===== src/rtl/noc_pkg.sv =====
// rtl/noc_pkg.sv - shared NoC flit-type definitions and head-field layout helper
// Contents: flit_type_t (INVALID/HEAD/BODY/TAIL), head_field_lsb() giving the
// bit offset of the destination or source field inside a head payload.
package noc_pkg;

    typedef enum logic [1:0] {
        FLIT_INVALID = 2'd0,
        FLIT_HEAD    = 2'd1,
        FLIT_BODY    = 2'd2,
        FLIT_TAIL    = 2'd3
    } flit_type_t;

    // Head payload layout: destination in the low DEST_W bits, source directly above.
    function automatic int head_field_lsb(input int dest_w, input bit is_src);
        return is_src ? dest_w : 0;
    endfunction

endpackage


===== src/rtl/ni_packetizer_if.sv =====
// rtl/ni_packetizer_if.sv - core request/payload and router link handshake bundle
// Signals: req_valid/req_ready/req_dest (packet request), pl_valid/pl_ready/pl_data
// (payload words), data_out/valid_out/ready_out (flit link to router input port).
// slave = packetizer side, master = core/router side.
interface ni_packetizer_if #(
    parameter int DEST_W     = 7,
    parameter int PL_W       = 30,
    parameter int DATA_WIDTH = 32
);
    logic                  req_valid;
    logic                  req_ready;
    logic [DEST_W-1:0]     req_dest;
    logic                  pl_valid;
    logic                  pl_ready;
    logic [PL_W-1:0]       pl_data;
    logic [DATA_WIDTH-1:0] data_out;
    logic                  valid_out;
    logic                  ready_out;

    modport slave (
        input  req_valid, req_dest, pl_valid, pl_data, ready_out,
        output req_ready, pl_ready, data_out, valid_out
    );

    modport master (
        output req_valid, req_dest, pl_valid, pl_data, ready_out,
        input  req_ready, pl_ready, data_out, valid_out
    );
endinterface


===== src/rtl/flit_out_reg.sv =====
// rtl/flit_out_reg.sv - single-entry valid/ready output register for a flit link
// Ports: clk, rst (sync, active-low), load/load_data (new flit, only when adv),
// ready_out (downstream accept), adv (register may take a new flit this cycle),
// data_out/valid_out (registered link outputs).
module flit_out_reg #(
    parameter int WIDTH = 32
) (
    input  logic             clk,
    input  logic             rst,
    input  logic             load,
    input  logic [WIDTH-1:0] load_data,
    input  logic             ready_out,
    output logic             adv,
    output logic [WIDTH-1:0] data_out,
    output logic             valid_out
);
    logic [WIDTH-1:0] data_q, data_d;
    logic             valid_q, valid_d;

    // The register is free when empty or when its current flit leaves this cycle.
    assign adv = !valid_q || ready_out;

    always_comb begin
        data_d  = data_q;
        valid_d = valid_q;
        if (load) begin
            data_d  = load_data;
            valid_d = 1'b1;
        end else if (adv) begin
            valid_d = 1'b0;
        end
    end

    always_ff @(posedge clk) begin
        if (!rst) begin
            data_q  <= '0;
            valid_q <= 1'b0;
        end else begin
            data_q  <= data_d;
            valid_q <= valid_d;
        end
    end

    assign data_out  = data_q;
    assign valid_out = valid_q;
endmodule


===== src/rtl/ni_packetizer.sv =====
// rtl/ni_packetizer.sv - NI transmitter turning {dest, payload} messages into head/body/tail flits
// Ports: clk, rst (sync, active-low), nif (slave: request, payload and router link),
// dest_err (1-cycle pulse on dropped out-of-range request), pkt_sent (wrapping count
// of tails accepted by the router), busy (packet in progress or flit pending).
module ni_packetizer
    import noc_pkg::*;
#(
    parameter int N             = 100,
    parameter int INDEX         = 1,
    parameter int DATA_WIDTH    = 32,
    parameter int TYPE_WIDTH    = 2,
    parameter int FlitPerPacket = 6,
    parameter int CNT_WIDTH     = 16
) (
    input  logic                 clk,
    input  logic                 rst,
    ni_packetizer_if.slave       nif,
    output logic                 dest_err,
    output logic [CNT_WIDTH-1:0] pkt_sent,
    output logic                 busy
);
    localparam int DEST_W  = (N > 1) ? $clog2(N) : 1;
    localparam int PL_W    = DATA_WIDTH - TYPE_WIDTH;
    localparam int CW      = $clog2(FlitPerPacket);
    localparam int DEST_LSB = head_field_lsb(DEST_W, 1'b0);
    localparam int SRC_LSB  = head_field_lsb(DEST_W, 1'b1);

    localparam logic [0:0]    S_IDLE    = 1'b0;
    localparam logic [0:0]    S_PAYLOAD = 1'b1;
    localparam logic [CW-1:0] LAST_BODY = CW'(FlitPerPacket - 2);
    localparam logic [31:0]   N_U       = N;

    logic [0:0]           state_q, state_d;
    logic [CW-1:0]        count_q, count_d;
    logic                 dest_err_q, dest_err_d;
    logic [CNT_WIDTH-1:0] pkt_sent_q, pkt_sent_d;

    logic                  adv;
    logic                  load;
    logic [DATA_WIDTH-1:0] load_data;
    logic [PL_W-1:0]       head_pl;
    logic                  dest_ok;
    logic                  tail_accept;

    assign dest_ok = ({{(32-DEST_W){1'b0}}, nif.req_dest} < N_U);

    always_comb begin
        head_pl = '0;
        head_pl[DEST_LSB +: DEST_W] = nif.req_dest;
        head_pl[SRC_LSB  +: DEST_W] = DEST_W'(INDEX);
    end

    always_comb begin
        state_d       = state_q;
        count_d       = count_q;
        dest_err_d    = 1'b0;
        load          = 1'b0;
        load_data     = '0;
        nif.req_ready = 1'b0;
        nif.pl_ready  = 1'b0;
        case (state_q)
            S_IDLE: begin
                // Handshakes are held off while reset is asserted.
                nif.req_ready = rst && adv;
                if (nif.req_valid && nif.req_ready) begin
                    if (dest_ok) begin
                        load      = 1'b1;
                        load_data = {TYPE_WIDTH'(FLIT_HEAD), head_pl};
                        count_d   = '0;
                        state_d   = S_PAYLOAD;
                    end else begin
                        dest_err_d = 1'b1;
                    end
                end
            end
            S_PAYLOAD: begin
                nif.pl_ready = rst && adv;
                if (nif.pl_valid && nif.pl_ready) begin
                    load    = 1'b1;
                    count_d = count_q + 1'b1;
                    if (count_q < LAST_BODY) begin
                        load_data = {TYPE_WIDTH'(FLIT_BODY), nif.pl_data};
                    end else begin
                        load_data = {TYPE_WIDTH'(FLIT_TAIL), nif.pl_data};
                        state_d   = S_IDLE;
                    end
                end
            end
            default: state_d = S_IDLE;
        endcase
    end

    flit_out_reg #(
        .WIDTH (DATA_WIDTH)
    ) u_out (
        .clk       (clk),
        .rst       (rst),
        .load      (load),
        .load_data (load_data),
        .ready_out (nif.ready_out),
        .adv       (adv),
        .data_out  (nif.data_out),
        .valid_out (nif.valid_out)
    );

    assign tail_accept = nif.valid_out && nif.ready_out &&
                         (nif.data_out[DATA_WIDTH-1 -: TYPE_WIDTH] == TYPE_WIDTH'(FLIT_TAIL));
    assign pkt_sent_d  = pkt_sent_q + CNT_WIDTH'(tail_accept);

    always_ff @(posedge clk) begin
        if (!rst) begin
            state_q    <= S_IDLE;
            count_q    <= '0;
            dest_err_q <= 1'b0;
            pkt_sent_q <= '0;
        end else begin
            state_q    <= state_d;
            count_q    <= count_d;
            dest_err_q <= dest_err_d;
            pkt_sent_q <= pkt_sent_d;
        end
    end

    assign dest_err = dest_err_q;
    assign pkt_sent = pkt_sent_q;
    assign busy     = (state_q != S_IDLE) || nif.valid_out;
endmodule

===== src/flat_wrapper.sv =====
// flat-port wrapper written by rule: the top's interface ports become plain ports
module ni_packetizer_flat import noc_pkg::*;
#(
    parameter int N             = 100,
    parameter int INDEX         = 1,
    parameter int DATA_WIDTH    = 32,
    parameter int TYPE_WIDTH    = 2,
    parameter int FlitPerPacket = 6,
    parameter int CNT_WIDTH     = 16
)
  (clk, rst, dest_err, pkt_sent, busy, nif_req_valid, nif_req_dest, nif_pl_valid, nif_pl_data, nif_ready_out, nif_req_ready, nif_pl_ready, nif_data_out, nif_valid_out);
  ni_packetizer_if #(.DATA_WIDTH(DATA_WIDTH)) nif_i ();
  input  logic clk;
  input  logic rst;
  output logic dest_err;
  output logic [CNT_WIDTH-1:0] pkt_sent;
  output logic busy;
  input wire logic [$bits(nif_i.req_valid)-1:0] nif_req_valid;
  input wire logic [$bits(nif_i.req_dest)-1:0] nif_req_dest;
  input wire logic [$bits(nif_i.pl_valid)-1:0] nif_pl_valid;
  input wire logic [$bits(nif_i.pl_data)-1:0] nif_pl_data;
  input wire logic [$bits(nif_i.ready_out)-1:0] nif_ready_out;
  output wire logic [$bits(nif_i.req_ready)-1:0] nif_req_ready;
  output wire logic [$bits(nif_i.pl_ready)-1:0] nif_pl_ready;
  output wire logic [$bits(nif_i.data_out)-1:0] nif_data_out;
  output wire logic [$bits(nif_i.valid_out)-1:0] nif_valid_out;
  assign nif_i.req_valid = nif_req_valid;
  assign nif_i.req_dest = nif_req_dest;
  assign nif_i.pl_valid = nif_pl_valid;
  assign nif_i.pl_data = nif_pl_data;
  assign nif_i.ready_out = nif_ready_out;
  assign nif_req_ready = nif_i.req_ready;
  assign nif_pl_ready = nif_i.pl_ready;
  assign nif_data_out = nif_i.data_out;
  assign nif_valid_out = nif_i.valid_out;
  ni_packetizer #(.N(N), .INDEX(INDEX), .DATA_WIDTH(DATA_WIDTH), .TYPE_WIDTH(TYPE_WIDTH), .FlitPerPacket(FlitPerPacket), .CNT_WIDTH(CNT_WIDTH)) u_core (.clk(clk), .rst(rst), .nif(nif_i), .dest_err(dest_err), .pkt_sent(pkt_sent), .busy(busy));
endmodule

===== config.mk =====
export PLATFORM = sky130hd
export DESIGN_NAME = ni_packetizer_flat
export DESIGN_NICKNAME = d
export VERILOG_FILES = /design/src/rtl/noc_pkg.sv /design/src/rtl/ni_packetizer_if.sv /design/src/rtl/flit_out_reg.sv /design/src/rtl/ni_packetizer.sv /design/src/flat_wrapper.sv
export SDC_FILE = /design/constraint.sdc
export NUM_CORES = 1
export LEC_CHECK = 0
export BUFFER_PORTS_ARGS = -buffer_cell sky130_fd_sc_hd__buf_2
export CORE_MARGIN = 4
export CORE_UTILIZATION = 48
export CTS_BUF_LIST = sky130_fd_sc_hd__clkbuf_8
export CTS_CLUSTER_SIZE = 30
export DETAILED_ROUTE_END_ITERATION = 7
export PLACE_DENSITY = 0.88
export SETUP_SLACK_MARGIN = 0.3
export SLEW_MARGIN = 20
export SYNTH_ARGS = -nofsm -noshare
export SYNTH_HDL_FRONTEND = slang
export SYNTH_SLANG_ARGS = --single-unit

===== constraint.sdc =====
create_clock -name clk -period 1.9 [get_ports clk]
set_clock_uncertainty 0.1 [all_clocks]
set_input_delay 0.19 -clock clk [delete_from_list [all_inputs] [get_ports clk]]
set_output_delay 0.19 -clock clk [all_outputs]
set_load 0.02 [all_outputs]

==> summary.txt, run 1 <==
Status
  • Result of the run: complete, no violations

Logic synthesis
  • Post-synthesis net count: about 250
  • Library cell with the largest summed area after synthesis: sky130_fd_sc_hd__dfxtp_1
  • Main flop type after synthesis: sky130_fd_sc_hd__dfxtp_1
  • Dominant cells by area after synthesis: sky130_fd_sc_hd__dfxtp_1 51%, sky130_fd_sc_hd__a22o_1 9.2%, sky130_fd_sc_hd__a21oi_1 3.8%
  • Unique cell type count in the Yosys netlist: 39
  • Register bit total from synthesis: 54
  • Synth top area share: about half
  • Cell count after synthesis: 202
  • Async set-reset flop share out of synthesis: 0%
  • Number of enable flip-flop cells after synthesis: 0
  • Average instance area after synthesis: between 10 and 15 um^2
  • Total of warnings raised by yosys: 0
  • Seq/Total Area, Yosys: 51.4%
  • Synthesized area: 0.00210 mm^2

Clock network
  • Clock-pin slew on the worst setup and hold paths: 0.09 ns
  • H-tree level count: 2
  • CTS tree: built
  • Root buffer cell: sky130_fd_sc_hd__clkbuf_8
  • Number of clock sinks: 54
  • Latest clock arrival within the worst-skew pair: around 0.31 ns
  • Worst-case clock buffer depth: 2
  • Total CTS buffers: 5

Route
  • ANT nets after route: 0
  • DR DRC count: 0
  • Via density per instance: between 5 and 6
  • Number of iterations in the first detailed-routing pass: 4
  • Drt total wl: ~5600 um
  • Post-detailed-route wirelength per cell: approximately 15 um
  • Starting DRT DRC Count: between 40 and 50
  • Total via count after detailed routing: approximately 2.0k

Floorplan
  • Row cnt: 23
  • DIE AREA: 0.00550 mm^2
  • Vertical extent of the die: 74.2 um
  • Top-level I/O count: 95
  • Core Footprint: ~0.0041 mm^2
  • DIE WIDTH: 74.2 um
  • Starting utilization of the core area: between 50% and 60%

Timing
  • Worst slew pin tran: 0.316 ns
  • Endpoints failing setup: 0
  • RSZ-0062 raised after global routing: yes
  • Final critical delay including setup and external delays: between 1.5 and 2 ns
  • Final TNS setup: 0 ns
  • Maximum clock rate: about 620 MHz
  • Min Hold Slack: about 0.011 ns
  • Worst relative slew slack: 78.9%
  • Hold Fails Final Rpt: 0
  • Pins Over Slew Limit: 0
  • Part of the cycle the worst path needs: between 80% and 90%

Setup path
  • Critical path capture point type: flop
  • Critical Path RT: about 2.1 ns
  • Data arrival time of the critical path: 1.76 ns
  • Crit Path Category: flop to flop
  • Max Fanout on Critical Path: 8
  • Startpoint types: flop

GRT
  • Overflow left after global routing: 0
  • Vias in the first global route: 1998
  • Global-route wire length before repair: 8980 um
  • Antenna violations before repair: 0
  • Global-route total usage across every layer: between 20% and 30%
  • Largest net degree at the start of global routing: 23

Min path
  • Type of the most critical hold path: input port to flop

Final layout
  • Commonest cells after routing, fill and taps aside: 93 x sky130_fd_sc_hd__buf_2, 46 x sky130_fd_sc_hd__dfxtp_1, 22 x sky130_fd_sc_hd__a22o_1, 16 x sky130_fd_sc_hd__dlygate4sd3_1, 13 x sky130_fd_sc_hd__buf_4
  • Share of the core filled with cells in the final layout: 74.1%
  • Number of non-filler instances in the completed layout: between 300 and 400
  • Leading cell type in the layout, fill and taps excluded: sky130_fd_sc_hd__buf_2
  • Share of post-route cells with drive strength above 1: 46.4%
  • Layout overhead on the synthesized area: 45.0%
  • Post-layout nets: ~370
  • Antenna cell count: 0
  • Fillers: between 300 and 400

Power and ir drop
  • Leak: ~0.0014 uW
  • Post-layout total power: ~2100 uW
  • PD cells: 685 mW/mm^2
  • Worst vdd rail ir drop: about 480 uV

Placed design
  • Input/output buffers: 94
  • Half-perimeter wire length after detailed placement: ~3800 um
  • # placed instances: roughly 340
  • Placer congestion estimate: ~0.85

Flow run
  • Number of violations of the max-capacitance limit: 0
-- timing repair --
| item | in CTS | in global routing |
|---|---|---|
| gates resized for setup | 15 | 13 |
| gates cloned | 1 | 0 |
| pin swaps | 2 | 2 |
| endpoints found under the setup margin | 30 | 35 |
| buffers inserted | 6 | 0 |
| hold buffers | 16 | 0 |
| endpoints found under the hold margin | 16 | 0 |
-- flip-flops by register name (all words and copies together) (netlist names) --
| name | cells |
|---|---|
| u_core.count_q | 3 |
| u_core.state_q | 1 |
| u_core.u_out.valid_out | 1 |
| u_core.u_out.data_out | 32 |
| u_core.pkt_sent | 16 |
| u_core.dest_err | 1 |
-- layout make-up --
cell class / count / area (um^2) / share of cell area, %
flip-flops and latches: 54 / 1100 / 36.1
multi-input cells: 134 / 1020 / 33.6
repair buffers: 125 / 766 / 25.1
clock buffers: 5 / 68.8 / 2.26
well taps: 50 / 62.6 / 2.05
clock inverters: 3 / 17.5 / 0.575
inverters: 2 / 7.51 / 0.246
-- worst max-delay path, cell delays in order, from the launching register on --
cell                      delay (ns)
sky130_fd_sc_hd__dfxtp_4        0.36
sky130_fd_sc_hd__and4_4         0.24
sky130_fd_sc_hd__ha_4           0.14
sky130_fd_sc_hd__nand3_4        0.10
sky130_fd_sc_hd__or4_4          0.50
sky130_fd_sc_hd__a21oi_2        0.11
-- logic make-up after synthesis --
| logic type | count (synthesis) | share of synthesized area [%] |
|---|---|---|
| AO/OA/AOI/OAI | 63 | 21.8 |
| AND/OR/NAND/NOR | 55 | 15.4 |
| flip-flops | 54 | 51.4 |
| buffers and inverters | 15 | 4.40 |
| XOR/XNOR | 10 | 4.17 |
| adder cells (fa/ha/maj) | 3 | 1.79 |
| multiplexers | 2 | 0.952 |
-- metrics by stage --
stage	setup WS [ns]	instance area, um^2
CTS	0.274	3010
global placement	0.0687	2650
floorplan	0.293	2130
detailed placement	-0.0257	2650
global route	0.219	3050
finish	0.292	3050
-- power breakdown --
part | total [uW] | internal [uW] | switching (uW) | leakage [uW]
clock network | 621 | 256 | 365 | 0.0000459
logic | 291 | 138 | 153 | 0.000903
registers | 1180 | 1160 | 17.5 | 0.000442
-- final timing paths --
check | from | end | slack, ns | depth (start not counted)
max reg2reg | u_core.u_out.valid_out | u_core.pkt_sent[14] | 0.29 | 5
min | nif_pl_data[23] | u_core.u_out.data_out[23] | 0.01 | 2
min reg2reg | u_core.u_out.data_out[11] | u_core.u_out.data_out[11] | 0.38 | 1
max | u_core.u_out.valid_out | u_core.pkt_sent[14] | 0.29 | 5
-- layer usage --
layer / vias up / routed length (um) / track usage, %
met5: - / 0 / 0
met4: 0 / 76 / 5.84
met3: 8 / 404 / 5.68
met2: 72 / 2840 / 37.5
met1: 943 / 2290 / 24.5
li1: 990 / - / -
-- synth_stat cells (all sizes together), types with 4 or more instances --
cell type / number
dfxtp: 54
a22o: 22
a21oi: 16
nor2: 12
o21ai: 10
nand2: 9
xor2: 9
buf: 7
nand3: 7
a22oi: 6
clkbuf: 6
nand4: 5
and3: 4
No activity file was read; power rests on OpenSTA's default activity.
==> run 2: changes to the inputs <==
--- a/config.mk
+++ b/config.mk
@@ -5,9 +5,10 @@
 export SDC_FILE = /design/constraint.sdc
 export NUM_CORES = 1
 export LEC_CHECK = 0
+export ABC_AREA = 1
 export BUFFER_PORTS_ARGS = -buffer_cell sky130_fd_sc_hd__buf_2
 export CORE_MARGIN = 4
-export CORE_UTILIZATION = 48
+export CORE_UTILIZATION = 50
 export CTS_BUF_LIST = sky130_fd_sc_hd__clkbuf_8
 export CTS_CLUSTER_SIZE = 30
 export DETAILED_ROUTE_END_ITERATION = 7
==> constraint.sdc (replaced) <==
create_clock -name clk -period 1.7 [get_ports clk]
set_clock_uncertainty 0.1 [all_clocks]
set_input_delay 0.17 -clock clk [delete_from_list [all_inputs] [get_ports clk]]
set_output_delay 0.17 -clock clk [all_outputs]
set_load 0.02 [all_outputs]
==> run 2 against run 1 <==
The flow now finishes with violations (negative setup slack). Clock power grew 24%. Utilization rose by 9.2 points. Die area increased by 11%. Cell area is 30% higher. Sequential cell count did not move. First-iteration DRC count grew to 3.3 times the previous value. Worst setup slack worse by 0.33 ns. Non-clock buffer count up 28. Total power increased by 24%. Hold slack improved by 0.12 ns.
==> summary.txt, run 2 <==
Floorplan
  • DIE WIDTH: roughly 78 um
  • Top-level I/O count: 95
  • Core Footprint: between 0.004 and 0.005 mm^2
  • Starting utilization of the core area: between 50% and 60%
  • Vertical extent of the die: slightly below 80 um
  • Row cnt: 25
  • DIE AREA: 0.00613 mm^2

Clock network
  • Clock-pin slew on the worst setup and hold paths: 0.11 ns
  • Latest clock arrival within the worst-skew pair: roughly 0.32 ns
  • H-tree level count: 2
  • Total CTS buffers: 5
  • Worst-case clock buffer depth: 2
  • Root buffer cell: sky130_fd_sc_hd__clkbuf_8
  • CTS tree: built
  • Number of clock sinks: 54

Setup path
  • Ordered list of cells on the worst path: inv_4 -> nor3_4 -> ha_2 -> nand2_2 -> nor2_4 -> nand3_2 -> or2_4 -> a21oi_2
  • Crit path depth: 8
  • Critical path capture point type: flop
  • Startpoint types: flop
  • Kind of cell adding the most delay to the critical path: simple AND/OR/NAND/NOR gates
  • Data arrival time of the critical path: around 1.9 ns
  • Critical Path RT: 1.85 ns
  • Path depth of the worst reg2reg path: 8
  • Critical-path cell with the highest stage delay: sky130_fd_sc_hd__dfxtp_4
  • Crit Path Category: flop to flop
  • Max Fanout on Critical Path: 4
  • Worst path buffer plus inverter count: 1
  • Stage delay of the slowest cell on the critical path: 0.37 ns

Power and ir drop
  • Worst vdd rail ir drop: 573 uV
  • PD cells: about 650 mW/mm^2
  • Leak: 0.00184 uW

Logic synthesis
  • Async set-reset flop share out of synthesis: 0%
  • Main flop type after synthesis: sky130_fd_sc_hd__dfxtp_1
  • Seq/Total Area, Yosys: a little over two fifths
  • Cell count after synthesis: roughly 320
  • Total of warnings raised by yosys: 0
  • Unique cell type count in the Yosys netlist: 28
  • Average instance area after synthesis: a little under 8 um^2
  • Register bit total from synthesis: between 50 and 60
  • Most frequent cells after synthesis: 95 x sky130_fd_sc_hd__nand2_1, 54 x sky130_fd_sc_hd__dfxtp_1, 29 x sky130_fd_sc_hd__nor2_1, 24 x sky130_fd_sc_hd__nand3_1, 23 x sky130_fd_sc_hd__inv_1
  • Synth top area share: between 40% and 50%
  • Most frequent cell after synthesis: sky130_fd_sc_hd__nand2_1
  • Library cell with the largest summed area after synthesis: sky130_fd_sc_hd__dfxtp_1
  • Post-synthesis net count: around 370
  • Synthesized area: roughly 0.0025 mm^2
  • Dominant cells by area after synthesis: sky130_fd_sc_hd__dfxtp_1 44%, sky130_fd_sc_hd__nand2_1 14%, sky130_fd_sc_hd__o21ai_2 7.1%
  • Number of enable flip-flop cells after synthesis: 0

Timing
  • Part of the cycle the worst path needs: 102%
  • Worst path setup slack after routing: -0.0421 ns
  • Maximum clock rate: roughly 570 MHz
  • Endpoints failing setup: 1
  • Hold Fails Final Rpt: 0
  • Worst slew pin tran: 0.483 ns
  • Pins Over Slew Limit: 0
  • RSZ-0062 raised after global routing: yes
  • Final critical delay including setup and external delays: between 1.5 and 2 ns
  • Final TNS setup: -0.0421 ns
  • Worst relative slew slack: 67.7%

Placed design
  • Placer congestion estimate: 0.848
  • Half-perimeter wire length after detailed placement: between 4000 and 5000 um
  • Post-Place Worst Slack: -0.0104 ns
  • Placed Area: approximately 0.003 mm^2
  • Input/output buffers: 94
  • # placed instances: between 400 and 500

Min path
  • Type of the most critical hold path: input port to flop
  • Hold Path Cell Cnt: 5

Final layout
  • Leading cell type in the layout, fill and taps excluded: sky130_fd_sc_hd__buf_2
  • Layout overhead on the synthesized area: 60.1%
  • Number of non-filler instances in the completed layout: between 500 and 600
  • Antenna cell count: 0
  • Number of flip-flops in the largest register: 32
  • Commonest cells after routing, fill and taps aside: 92 x sky130_fd_sc_hd__buf_2, 84 x sky130_fd_sc_hd__nand2_1, 50 x sky130_fd_sc_hd__dfxtp_1, 24 x sky130_fd_sc_hd__dlygate4sd3_1
  • Post-layout nets: about 520
  • Share of post-route cells with drive strength above 1: 47.7%
  • Final Instance Area: around 0.0040 mm^2

Route
  • Via density per instance: between 5 and 6
  • Total via count after detailed routing: just under 3k
  • ANT nets after route: 0
  • Post-detailed-route wirelength per cell: between 15 and 20 um
  • DR DRC count: 0
  • Number of iterations in the first detailed-routing pass: 6
  • Starting DRT DRC Count: roughly 160
  • Drt total wl: ~8700 um

Flow run
  • Number of violations of the max-capacitance limit: 0

GRT
  • Global-route wire length before repair: between 10000 and 15000 um
  • Largest net degree at the start of global routing: 25
  • Overflow left after global routing: 0
  • Vias in the first global route: 2849
  • Antenna violations before repair: 0
  • Global-route total usage across every layer: a little over a quarter

Status
  • Violations in the final reports: negative setup slack
  • Result of the run: finished, violations left
[run 2: cell types whose count changed after synthesis, moves of 17 or more]
cell | previous run | this run
sky130_fd_sc_hd__nand2_1 | 9 | 95
sky130_fd_sc_hd__a22o_1 | 22 | 0
sky130_fd_sc_hd__nor2_1 | 12 | 29
sky130_fd_sc_hd__o21ai_2 | 0 | 20
sky130_fd_sc_hd__nand3_1 | 6 | 24
sky130_fd_sc_hd__inv_1 | 2 | 23
[run 2: timing repair]
action	in CTS	in global routing
pin swaps	16	17
buffers inserted	19	6
hold buffers	24	0
hold endpoints to repair	24	0
gates resized for setup	44	38
endpoints found under the setup margin	46	54
gates cloned	3	0
[run 2: cells by family (layout without fill, tap and decap cells)]
| group | Yosys count | in the layout | synth area share (%) |
|---|---|---|---|
| AND/OR/NAND/NOR | 172 | 175 | 31.6 |
| flip-flops | 54 | 54 | 43.7 |
| AO/OA/AOI/OAI | 50 | 50 | 14.3 |
| buffers and inverters | 40 | 188 | 8.15 |
| adder cells (fa/ha/maj) | 3 | 3 | 1.52 |
| XOR/XNOR | 2 | 2 | 0.709 |
[run 2: path summary, 6_finish.rpt]
check	to	slack (ns)	startpoint
max reg2reg	u_core.pkt_sent[12]	-0.04	u_core.u_out.valid_out
min	u_core.u_out.data_out[0]	0.13	nif_req_dest[0]
max	u_core.pkt_sent[12]	-0.04	u_core.u_out.valid_out
min reg2reg	u_core.u_out.data_out[11]	0.37	u_core.u_out.data_out[11]
[run 2: power breakdown]
part | switching [uW] | leakage, uW | internal, uW
Sequential | 23.7 | 0.000440 | 1300
Combinational | 280 | 0.00135 | 217
Clock | 440 | 0.0000530 | 332
Total | 744 | 0.00184 | 1850
[run 2: per-layer routing]
metal,GRT usage [%],share of wire (%),vias to the layer above
met5,0,0,-
met4,11.0,3.8,0
li1,-,-,1345
met3,6.19,8.3,33
met2,48.1,50,174
met1,30.1,38,1349
[run 2: final cells by class]
type	count	area [um^2]
fill	286	796
multi-input combinational	230	1470
clock buffer	6	82.6
sequential	54	1100
clock inverter	2	12.5
tap	67	83.8
timing repair buffer	153	1080
inverter	27	138
[run 2: worst register-to-register path: stages, from the launching register on]
cell                      delay [ns]
sky130_fd_sc_hd__dfxtp_4        0.37
sky130_fd_sc_hd__inv_4          0.04
sky130_fd_sc_hd__nor3_4         0.20
sky130_fd_sc_hd__ha_2           0.20
sky130_fd_sc_hd__nand2_2        0.07
sky130_fd_sc_hd__nor2_4         0.18
sky130_fd_sc_hd__nand3_2        0.11
sky130_fd_sc_hd__or2_4          0.24
sky130_fd_sc_hd__a21oi_2        0.17
[run 2: metrics by stage]
stage               util (%)  hold slack (ns)  total power [uW]
floorplan                  -            0.180              1560
global placement        64.5            0.270              1680
detailed placement      64.5            0.273              1680
CTS                     79.2            0.110              2550
global route            83.3            0.127              2680
finish                  83.3            0.127              2590
